==> config.mk <==
export PLATFORM = sky130hd
export DESIGN_NAME = palindrome_scan_ctrl
export DESIGN_NICKNAME = d
export VERILOG_FILES = /design/src/rtl/palindrome_pkg.sv /design/src/rtl/palindrome_window.sv /design/src/rtl/palindrome_scan_ctrl.sv
export SDC_FILE = /design/constraint.sdc
export NUM_CORES = 1
export LEC_CHECK = 0
export CAP_MARGIN = 25
export CORE_ASPECT_RATIO = 0.8
export CORE_MARGIN = 2
export CORE_UTILIZATION = 35
export DETAILED_ROUTE_END_ITERATION = 10
export PLACE_DENSITY = 0.58
export SLEW_MARGIN = 0
export SYNTH_ARGS = -nofsm -noshare
export SYNTH_HDL_FRONTEND = slang
export SYNTH_SLANG_ARGS = --single-unit
==> constraint.sdc <==
create_clock -name clk -period 1.5 [get_ports clk]
set_input_delay 0.15 -clock clk [delete_from_list [all_inputs] [get_ports clk]]
set_output_delay 0.15 -clock clk [all_outputs]
set_load 0.05 [all_outputs]
==> src/rtl/palindrome_pkg.sv <==
// rtl/palindrome_pkg.sv - shared types and constants for the palindrome scan controller
package palindrome_pkg;

  typedef enum logic [1:0] {
    IDLE  = 2'd0,
    SHIFT = 2'd1,
    DONE  = 2'd2
  } pal_state_e;

  localparam int PAL_WIN = 3;

endpackage

==> src/rtl/palindrome_window.sv <==
// rtl/palindrome_window.sv - serial 3-bit window with fill tracking and palindrome hit
module palindrome_window
  import palindrome_pkg::*;
(
  input  logic clk,
  input  logic reset,
  input  logic clear,
  input  logic shift_en,
  input  logic bit_in,
  output logic hit,
  output logic hit_valid
);

  // The two stored bits plus the incoming bit form the full window; the
  // oldest stored bit is the one compared against the incoming bit.
  logic [PAL_WIN-2:0] hist_q;
  logic [1:0]         fill_q;

  always_ff @(posedge clk) begin
    if (reset || clear) begin
      hist_q <= '0;
      fill_q <= '0;
    end else if (shift_en) begin
      hist_q <= {hist_q[PAL_WIN-3:0], bit_in};
      if (fill_q != 2'(PAL_WIN - 1)) begin
        fill_q <= fill_q + 2'd1;
      end
    end
  end

  assign hit       = (hist_q[PAL_WIN-2] == bit_in);
  assign hit_valid = (fill_q == 2'(PAL_WIN - 1));

endmodule

==> src/rtl/palindrome_scan_ctrl.sv <==
// rtl/palindrome_scan_ctrl.sv - word-level sequencer for the serial palindrome window detector
module palindrome_scan_ctrl
  import palindrome_pkg::*;
#(
  parameter int DATA_W = 16,
  localparam int CNT_W = $clog2(DATA_W - 1),
  localparam int MAP_W = DATA_W - 2
) (
  input  logic              clk,
  input  logic              reset,
  input  logic              in_valid_i,
  output logic              in_ready_o,
  input  logic [DATA_W-1:0] in_data_i,
  output logic              out_valid_o,
  input  logic              out_ready_i,
  output logic [CNT_W-1:0]  out_count_o,
  output logic [MAP_W-1:0]  out_map_o,
  output logic              busy_o
);

  localparam int K_W = $clog2(DATA_W);
  localparam logic [K_W-1:0] K_LAST = K_W'(DATA_W - 1);

  pal_state_e        state_q, state_d;
  logic [DATA_W-1:0] sreg_q;
  logic [K_W-1:0]    k_q;
  logic [CNT_W-1:0]  count_q;
  logic [MAP_W-1:0]  map_q;
  logic              accept;
  logic              shift_en;
  logic              hit;
  logic              hit_valid;

  always_comb begin
    state_d  = state_q;
    accept   = 1'b0;
    shift_en = 1'b0;
    case (state_q)
      IDLE: begin
        if (in_valid_i) begin
          accept  = 1'b1;
          state_d = SHIFT;
        end
      end
      SHIFT: begin
        shift_en = 1'b1;
        if (k_q == K_LAST) begin
          state_d = DONE;
        end
      end
      DONE: begin
        if (out_ready_i) begin
          state_d = IDLE;
        end
      end
      default: state_d = IDLE;
    endcase
  end

  always_ff @(posedge clk) begin
    if (reset) begin
      state_q <= IDLE;
      sreg_q  <= '0;
      k_q     <= '0;
      count_q <= '0;
      map_q   <= '0;
    end else begin
      state_q <= state_d;
      if (accept) begin
        sreg_q  <= in_data_i;
        k_q     <= '0;
        count_q <= '0;
        map_q   <= '0;
      end else if (shift_en) begin
        // MSB streams out first, so bit k of the scan is always sreg_q's top bit
        sreg_q <= {sreg_q[DATA_W-2:0], 1'b0};
        k_q    <= k_q + K_W'(1);
        if (hit && hit_valid) begin
          count_q <= count_q + CNT_W'(1);
          map_q   <= map_q | (MAP_W'(1) << (k_q - K_W'(2)));
        end
      end
    end
  end

  palindrome_window u_window (
    .clk       (clk),
    .reset     (reset),
    .clear     (accept),
    .shift_en  (shift_en),
    .bit_in    (sreg_q[DATA_W-1]),
    .hit       (hit),
    .hit_valid (hit_valid)
  );

  // Ready is held low for the whole reset pulse, not only after the first edge.
  assign in_ready_o  = (state_q == IDLE) && !reset;
  assign out_valid_o = (state_q == DONE);
  assign busy_o      = (state_q == SHIFT);
  assign out_count_o = count_q;
  assign out_map_o   = map_q;

endmodule
# Yosys cells after proc, flatten, opt, wreduce, memory -nomap -nowiden
# Index checks and enable logic that the tools add are counted.
totals:
  register_bits: 44
  wordCells: 41
  in_bits: 20
  out_inout_bits: 21
classes:
  muxes: 9
  addsub: 4
  n_bitwise: 1
  eq_ne: 9
  reduce_logical: 10
  shift: 1
op_table:
  columns: ["operator", "n"]
  rows:
  - ["2-to-1 mux 16 bit", 2]
  - ["OR 14 bit", 1]
  - ["<< shifter 1 x 4 -> 14 bit (first input constant)", 1]
  - ["adder 4 x 1 -> 4 bit (second input constant)", 2]
  - ["2-to-1 mux 2 bit", 3]
  - ["case mux 2 bit (3 select lines)", 1]
  - ["equality test 2 bit (second input constant)", 2]
  - ["equality test 4 bit (second input constant)", 1]
  - ["inequality test 2 x 1 -> 1 bit (second input constant)", 2]
  - ["inequality test 2 bit (second input constant)", 2]
  - ["AND reduction 2 bit", 2]
  - ["subtractor 4 x 2 -> 4 bit (second input constant)", 1]
  - ["2-to-1 mux 1 bit", 3]
  - ["AND reduction 3 bit", 1]
  - ["adder 2 x 1 -> 2 bit (second input constant)", 1]
  - ["equality test 2 x 1 -> 1 bit (second input constant)", 1]
  - ["logical AND 1 bit", 2]
  - ["zero test 2 bit", 1]
  - ["nonzero test 2 bit", 1]
  - ["OR reduction 2 bit", 1]
  - ["equality test 1 bit", 1]
  - ["zero test 1 bit", 1]
  - ["logical OR 1 bit", 1]

# Longest topological paths before layout
# Gate-level depths: netlist (run 1).
depth:
  depth_word: 4
  mapped_depth: 5
  ltp_nobuf: 5

# Modules after synthesis
# From an unflattened synthesis (run 1), not the netlist that was laid out.
hier_totals:
  hier_cells: 224
  area_unflattened_um2: 2050.7
modules_own_cells:
  columns: ["mod", "area_per_inst_um2", "cells_per_inst", "seq_area_each_um2", "instances"]
  rows:
  - ["palindrome_scan_ctrl", 1874.3, 208, 800.8, 1]
  - ["palindrome_window", 176.4, 16, 80.1, 1]

# Worst setup path after synthesis (run 1)
# No wires, ideal clock.
synth_path:
  path_kind: "register to register"
  start: "reg state_q[1]"
  end: "reg state_q[1]"
  path_buffers: 1
  required_ns: 1.442
  arrival_time_ns: 1.693
  setup_slack_ns: -0.250
  setup_ns: 0.058
  stages_incl_launch_ff: 5
  synth_period_minus_slack_ns: 1.750
  path_cell_list: "dfxtp_1 > clkbuf_1 > nor2b_1 > nor2b_1 > o21a_1"
synth_between:
  elab_chain_cells: 3
  word_cells_on_any_way: 8
  cone_classes: "eq/ne (5); mux (1); reduce/logical (2)"
synth_lines:
  columns: ["element", "line_no", "source"]
  rows:
  - ["start: declaration", "palindrome_scan_ctrl.sv:24", "pal_state_e state_q, state_d;"]
  - ["start signal: assignment", "palindrome_scan_ctrl.sv:68", "state_q <= state_d;"]
  - ["equality test 2 bit *", null, null]
  - ["net out_valid_o", "palindrome_scan_ctrl.sv:14", "output logic out_valid_o,"]
  - ["inequality test 2 x 1 -> 1 bit (no line)", null, null]
  - ["AND reduction 3 bit (no line)", null, null]
# Mark *: on every way through the listed nets, which the timed path passes. The rest lies on a longest branch.
# A chain may end at the register's enable or synchronous reset.

# Final worst setup path (run 1)
layout_path:
  start: "reg u_window.fill_q[0]"
  end: "reg count_q[2], in the netlist out_count_o[2]"
layout_between:
  elab_chain_cells: 3
layout_lines:
  columns: ["element", "line_no", "source"]
  rows:
  - ["start: declaration", "palindrome_window.sv:17", "logic [1:0] fill_q;"]
  - ["start signal: assignment", "palindrome_window.sv:26", "fill_q <= fill_q + 2'd1;"]
  - ["equality test 2 bit", "palindrome_window.sv:32", "assign hit_valid = (fill_q == 2'(PAL_WIN - 1));"]
  - ["logical AND 1 bit", "palindrome_scan_ctrl.sv:78", "if (hit && hit_valid) begin"]
  - ["AND reduction 2 bit (no line)", null, null]
  - ["end signal: assignment", "palindrome_scan_ctrl.sv:79", "count_q <= count_q + CNT_W'(1);"]
  - ["end: declaration", "palindrome_scan_ctrl.sv:27", "logic [CNT_W-1:0] count_q;"]
# No other way between the ends.

==> impl_metrics.py, run 1 <==
metrics = {
    "synth": {
        "synthMuxAreaShare_pct": 0,
        "synth_warnings": 0,
        "yosysTopAreaCell": "dfxtp_1",
        "synth-seq-area-share_pct": 45.83,
        "synth-simple-area-share_pct": 19.27,
        "syn_inst": 208,
        "synth_fa_ha_area_share_pct": 5.859,
        "synth_cell_types": 34,
        "ys_top_cells_by_area": "dfxtp_1, a21oi_1, a22oi_1",
        "synth_area_um2": 1922,
        "syn_avg_cell_area_um2": 9.240,
        "ys_seq_elements": 44,
        "syn_nets": 237,
        "synth_xor_xnor_area_share_pct": 3.190,
        "synth_top_family_by_area": "compound AO/OA/AOI/OAI gates",
        "synth-compound-area-share_pct": 21.16,
        "synth_top_area_share_pct": 45.83,
    },
    "cts": {
        "numCtsBuffers": 5,
        "cts_sinks": 44,
        "cts.path.max_buffers": 2,
        "path_clk_slew_ns": 0.08,
        "root_buffer": "clkbuf_8",
        "htreeDepth": 2,
        "hold_buffers": 0,
        "cts_tree": "built",
        "clkLatencyLatePin_ns": 0.30,
    },
    "setup_path": {
        "reg2reg_depth": 6,
        "timing.rr.end": "out_count_o[2]",
        "worstPathMaxFanout": 5,
        "cp.arrival_ns": 1.69,
        "cp-end-kind": "flop",
        "r2r_start": "u_window.fill_q[0]",
        "reg2reg_slack_ns": 0.05,
        "criticalPathCategory": "flop to flop",
        "cp_data_required_time_ns": 1.74,
        "start_kind": "flop",
    },
    "timing": {
        "setup_viol": 0,
        "holdWs_ns": 0.4301,
        "slew_headroom_pct": 68.64,
        "drv_slew": 0,
        "hold_viol": 0,
        "period_minus_slack_ns": 1.454,
        "finClkSkew_ns": 0.003900,
        "setup_tns_ns": 0,
        "fin_crit_sh_pct": 96.95,
        "worst_pin_slew_ns": 0.4686,
        "fmax_mhz": 687.7,
    },
    "worst_hold_path": {
        "hold_depth": 3,
        "hold_path.startpoint": "in_data_i[0]",
        "hold_class": "input pin to flop",
        "hold_end": "sreg_q[0]",
    },
    "floorplanning": {
        "io_pins": 41,
        "dieHeight_um": 70.28,
        "initial_core_util_pct": 35.75,
        "core_um2": 5375,
        "dieWidth_um": 86.85,
        "die_area_um2": 6103,
        "rows": 24,
    },
    "placement": {
        "hpwlAfterDp_um": 3181,
        "gp_congestion": 0.7724,
        "portBuffers": 40,
        "placedInstanceArea_um2": 2676,
    },
    "power_and_ir_drop": {
        "p_leak_uw": 0.001201,
        "p_total_uw": 2351,
        "ir_worst_vdd_v": 0.0004071,
        "power_density_nw_per_um2": 796.0,
    },
    "grt": {
        "grt_start_max_net_pins": 21,
        "first_global_vias": 1597,
        "overflow": 0,
        "antenna_found_initial": 0,
        "grt_pass1_wl_um": 7555,
        "grt_usage_pct": 15.56,
    },
    "layout": {
        "fill_cells": 509,
        "area_growth_pct": 53.65,
        "nets": 319,
        "final_common_cell": "buf_4",
        "drive_gt1_share_pct": 34.83,
        "diodes": 0,
        "fin_util_pct": 54.93,
        "stdcell_area_um2": 2953,
        "mostFrequentLayoutCells": "buf_4, dfxtp_1, a21oi_1",
    },
    "run_status": {
        "status": "completed",
    },
    "route": {
        "wl_per_cell_um": 13.37,
        "drtAntennaViolNets": 0,
        "drc_errors": 0,
        "viasPerCell": 5.042,
        "firstDrtPassIters": 4,
        "routed_wl_um": 4745,
        "vias": 1790,
        "drtIter0Drc": 103,
    },
    "job": {
        "cap_violations": 0,
    },
}
## sequential cells by signal (all words and copies together) (netlist names)
| signal | cells |
|---|---|
| sreg_q | 16 |
| out_map_o | 14 |
| k_q | 4 |
| out_count_o | 4 |
| state_q | 2 |
| u_window.fill_q | 2 |
| u_window.hist_q | 2 |
## final cells by class
class	count	area, um2	share of cell area (%)
clock buffers	6	72.57	2.458
clock inverters	1	5.005	0.1695
inverters	7	26.28	0.8898
multi-input cells	145	1086	36.78
flip-flops and latches	44	893.4	30.25
well taps	65	81.33	2.754
repair buffers	87	788.3	26.69
## routing by layer
layer	up-vias	track usage, %	share of wire (%)
li1	912	-	-
met1	837	23.34	51
met2	34	20.95	43
met3	7	3.783	4.0
met4	0	6.250	1.8
met5	-	0	0
## worst max path at each step
stage	from	endpoint	cells past startpoint
2_1_floorplan	state_q[1]	state_q[1]	4
3_3_place_gp	k_q[1]	out_map_o[7]	6
3_5_place_dp	in_valid_i	u_window.fill_q[1]	5
4_1_cts	state_q[1]	busy_o	5
5_1_grt	u_window.fill_q[0]	u_window.fill_q[1]	7
6_report	u_window.fill_q[0]	out_count_o[2]	6
## critical path, stage by stage, from the launching register on
cell and delay [ns]:
dfxtp_2 0.32, inv_1 0.09, ha_4 0.18, nand3b_4 0.11, buf_4 0.16, or4_1 0.39
a21oi_1 0.14
## metrics by stage
step | cells | setup slack [ns]
floorplan | 208 | -0.2501
global placement | 344 | -0.04977
detailed placement | 344 | -0.05016
CTS | 351 | -0.005784
global route | 355 | -0.02360
finish | 355 | 0.04580
## power breakdown
group / leakage (uW) / total (uW) / internal [uW] / switching [uW]
logic: 0.000799 / 412 / 220 / 192
clock network: 0.0000410 / 711 / 317 / 394
registers: 0.000361 / 1230 / 1200 / 25.1
total: 0.00120 / 2350 / 1740 / 611
## what timing repair did
| item | in CTS | in global routing |
|---|---|---|
| setup endpoints to repair | 10 | 24 |
| pin swaps | 0 | 3 |
| cloned | 0 | 1 |
| gates resized for setup | 13 | 18 |
| buffers inserted | 0 | 4 |
## Yosys cell counts (all sizes together)
cell and count:
nor2b 2, or4 3, o2bb2ai 2, nand4b 1, nor3b 2, a21oi 25, nand3b 2, or3b 1
nand4 1, nand3 5, and4b 4, a41oi 8, ha 9, nor3 1, o21a 5, nor2 15
or3 1, nand2b 1, clkbuf 4, a22oi 15, o31ai 2, nand2 25, o21bai 1, dfxtp 44
nor4b 4, buf 8, xor2 3, a211oi 1, xnor2 4, o21ai 2, inv 7
## cell families (layout without fill, tap and decap cells)
group	count (synthesis)	after routing
AOI/OAI and AO/OA	61	61
DFF	44	44
xor gates and xnor gates	7	7
buffers and inverters	19	101
adders and majority gates	9	9
and+or+nand+nor	68	68
Note: power is estimated with default switching activity, not from simulation.
==> inputs of run 2 (changes only) <==
--- a/config.mk
+++ b/config.mk
@@ -9,7 +9,9 @@
 export CORE_ASPECT_RATIO = 0.8
 export CORE_MARGIN = 2
 export CORE_UTILIZATION = 35
+export CTS_CLUSTER_DIAMETER = 200
 export DETAILED_ROUTE_END_ITERATION = 10
+export GPL_TIMING_DRIVEN = 0
 export PLACE_DENSITY = 0.58
 export SLEW_MARGIN = 0
 export SYNTH_ARGS = -nofsm -noshare
==> run 2 against run 1 <==
Against the previous run:
- combinational power is 27% lower
- clock power up 9.0%
- critical path type unchanged
- register-to-register slack got worse by 0.03 ns
- total power fell by 1.7%
- clock skew rose by 0.0030 ns
==> impl_metrics.py, run 2 (synthesis gave the netlist of run 1 again) <==
metrics = {
    "route": {
        "drtAntennaViolNets": 0,
        "routed_wl_um": 4432,
        "vias": 1706,
        "viasPerCell": 5.249,
        "firstDrtPassIters": 4,
        "wl_per_cell_um": 13.64,
        "drtIter0Drc": 120,
        "drc_errors": 0,
    },
    "timing": {
        "fmax_mhz": 675.6,
        "slew_headroom_pct": 51.75,
        "finClkSkew_ns": 0.006916,
        "drv_slew": 0,
        "setup_viol": 0,
        "fin_crit_sh_pct": 98.68,
        "period_minus_slack_ns": 1.480,
        "worst_pin_slew_ns": 0.7186,
        "holdWs_ns": 0.4308,
        "rsz0062_at_grt": "yes",
        "hold_viol": 0,
    },
    "layout": {
        "nets": 288,
        "mostFrequentLayoutCells": "dfxtp_1, nand2_1, a21oi_1",
        "stdcell_area_um2": 2694,
        "area_growth_pct": 40.17,
        "instances_no_fill": 325,
        "drive_gt1_share_pct": 23.08,
        "fill_cells": 523,
        "largest-register": "sreg_q",
        "final_common_cell": "dfxtp_1",
        "largest_reg_flops": 16,
        "diodes": 0,
    },
    "cts": {
        "htreeDepth": 2,
        "cts_sinks": 44,
        "path_clk_slew_ns": 0.08,
        "cts.path.max_buffers": 2,
        "clkLatencyLatePin_ns": 0.30,
        "cts_tree": "built",
        "numCtsBuffers": 5,
        "root_buffer": "clkbuf_8",
    },
    "floorplanning": {
        "io_pins": 41,
        "initial_core_util_pct": 35.75,
        "dieWidth_um": 86.85,
        "die_area_um2": 6103,
        "rows": 24,
        "dieHeight_um": 70.28,
        "core_um2": 5375,
    },
    "run_status": {
        "status": "completed",
    },
    "setup_path": {
        "cp_data_required_time_ns": 1.73,
        "cp.arrival_ns": 1.71,
        "worstPathMaxFanout": 6,
        "cp-end-kind": "flop",
        "start_kind": "flop",
        "criticalPathCategory": "flop to flop",
    },
    "placement": {
        "gp_congestion": 0.7201,
        "hpwlAfterDp_um": 3098,
        "portBuffers": 40,
        "placed_cells": 313,
        "placedInstanceArea_um2": 2407,
    },
    "power_and_ir_drop": {
        "p_leak_uw": 0.001083,
        "comb_power_share_pct": 13.1,
        "power.internal_uw": 1709,
        "power.switching_uw": 601.1,
        "clockPowerShare_pct": 33.6,
        "p_sw_share_pct": 26.02,
        "power_density_nw_per_um2": 857.4,
        "ir_worst_vdd_v": 0.0004131,
        "seqPwrFrac_pct": 53.4,
    },
    "grt": {
        "overflow": 0,
        "grt_start_max_net_pins": 14,
        "antenna_found_initial": 0,
        "grt_pass1_wl_um": 7176,
        "first_global_vias": 1518,
        "grt_usage_pct": 14.84,
    },
    "worst_hold_path": {
        "hold_class": "input pin to flop",
    },
    "job": {
        "cap_violations": 0,
    },
}
[run 2: through the flow]
stage / setup TNS (ns) / setup slack (ns) / util (%) / power [uW]
after CTS: -0.1388 / -0.07014 / 48.00 / 2306
after global placement: -10.03 / -0.4951 / 44.79 / 1526
after detailed placement: -9.578 / -0.4707 / 44.79 / 1527
after global routing: -0.05161 / -0.01611 / 50.12 / 2424
after floorplan: -0.5114 / -0.2501 / - / 1419
final: 0 / 0.01986 / 50.12 / 2310
[run 2: critical path, cell delays in order (launching register included)]
cell and delay, ns:
dfxtp_2 0.34, inv_2 0.06, ha_4 0.17, nand3b_4 0.11, or4_4 0.58, o2bb2ai_2 0.15
[run 2: area by class of cell]
| type | count | area [um2] | area share (%) |
|---|---|---|---|
| Tap cell | 65 | 81.33 | 3.019 |
| Clock buffer | 6 | 82.58 | 3.065 |
| Multi-Input combinational cell | 145 | 1094 | 40.59 |
| Buffer | 11 | 85.08 | 3.158 |
| Clock inverter | 2 | 10.01 | 0.3716 |
| Inverter | 7 | 26.28 | 0.9754 |
| Timing Repair Buffer | 45 | 415.4 | 15.42 |
| Sequential cell | 44 | 899.6 | 33.40 |
[run 2: worst paths after layout]
check	from	end	slack [ns]	cells after the start
setup / recovery	u_window.fill_q[0]	out_map_o[12]	0.02	5
hold reg to reg	sreg_q[5]	sreg_q[5]	0.46	2
hold / removal	in_data_i[0]	sreg_q[0]	0.43	3
setup reg to reg	u_window.fill_q[0]	out_map_o[12]	0.02	5
[run 2: routing by layer]
metal / vias to the layer above / routed length (um) / part of all wire (%) / track usage [%]
met5: - / 0 / 0 / 0
met2: 35 / 1862 / 42 / 18.91
met4: 0 / 57 / 1.3 / 5.208
met1: 812 / 2320 / 52 / 23.34
met3: 5 / 191 / 4.3 / 3.901
li1: 854 / - / - / -
[run 2: power by group through the flow]
stage / logic [uW] / registers (uW) / clock network, uW
floorplan: 167 / 1250 / 0
global placement: 271 / 1260 / 0
detailed placement: 271 / 1260 / 0
CTS: 282 / 1230 / 794
global route: 333 / 1240 / 853
finish: 302 / 1230 / 775
[run 2: repair_timing]
action	4_1_cts	5_1_grt
endpoints found under the setup margin	37	28
resized for setup	60	23
hold buffers	0	0
buffers inserted	0	5
pin swaps	1	3
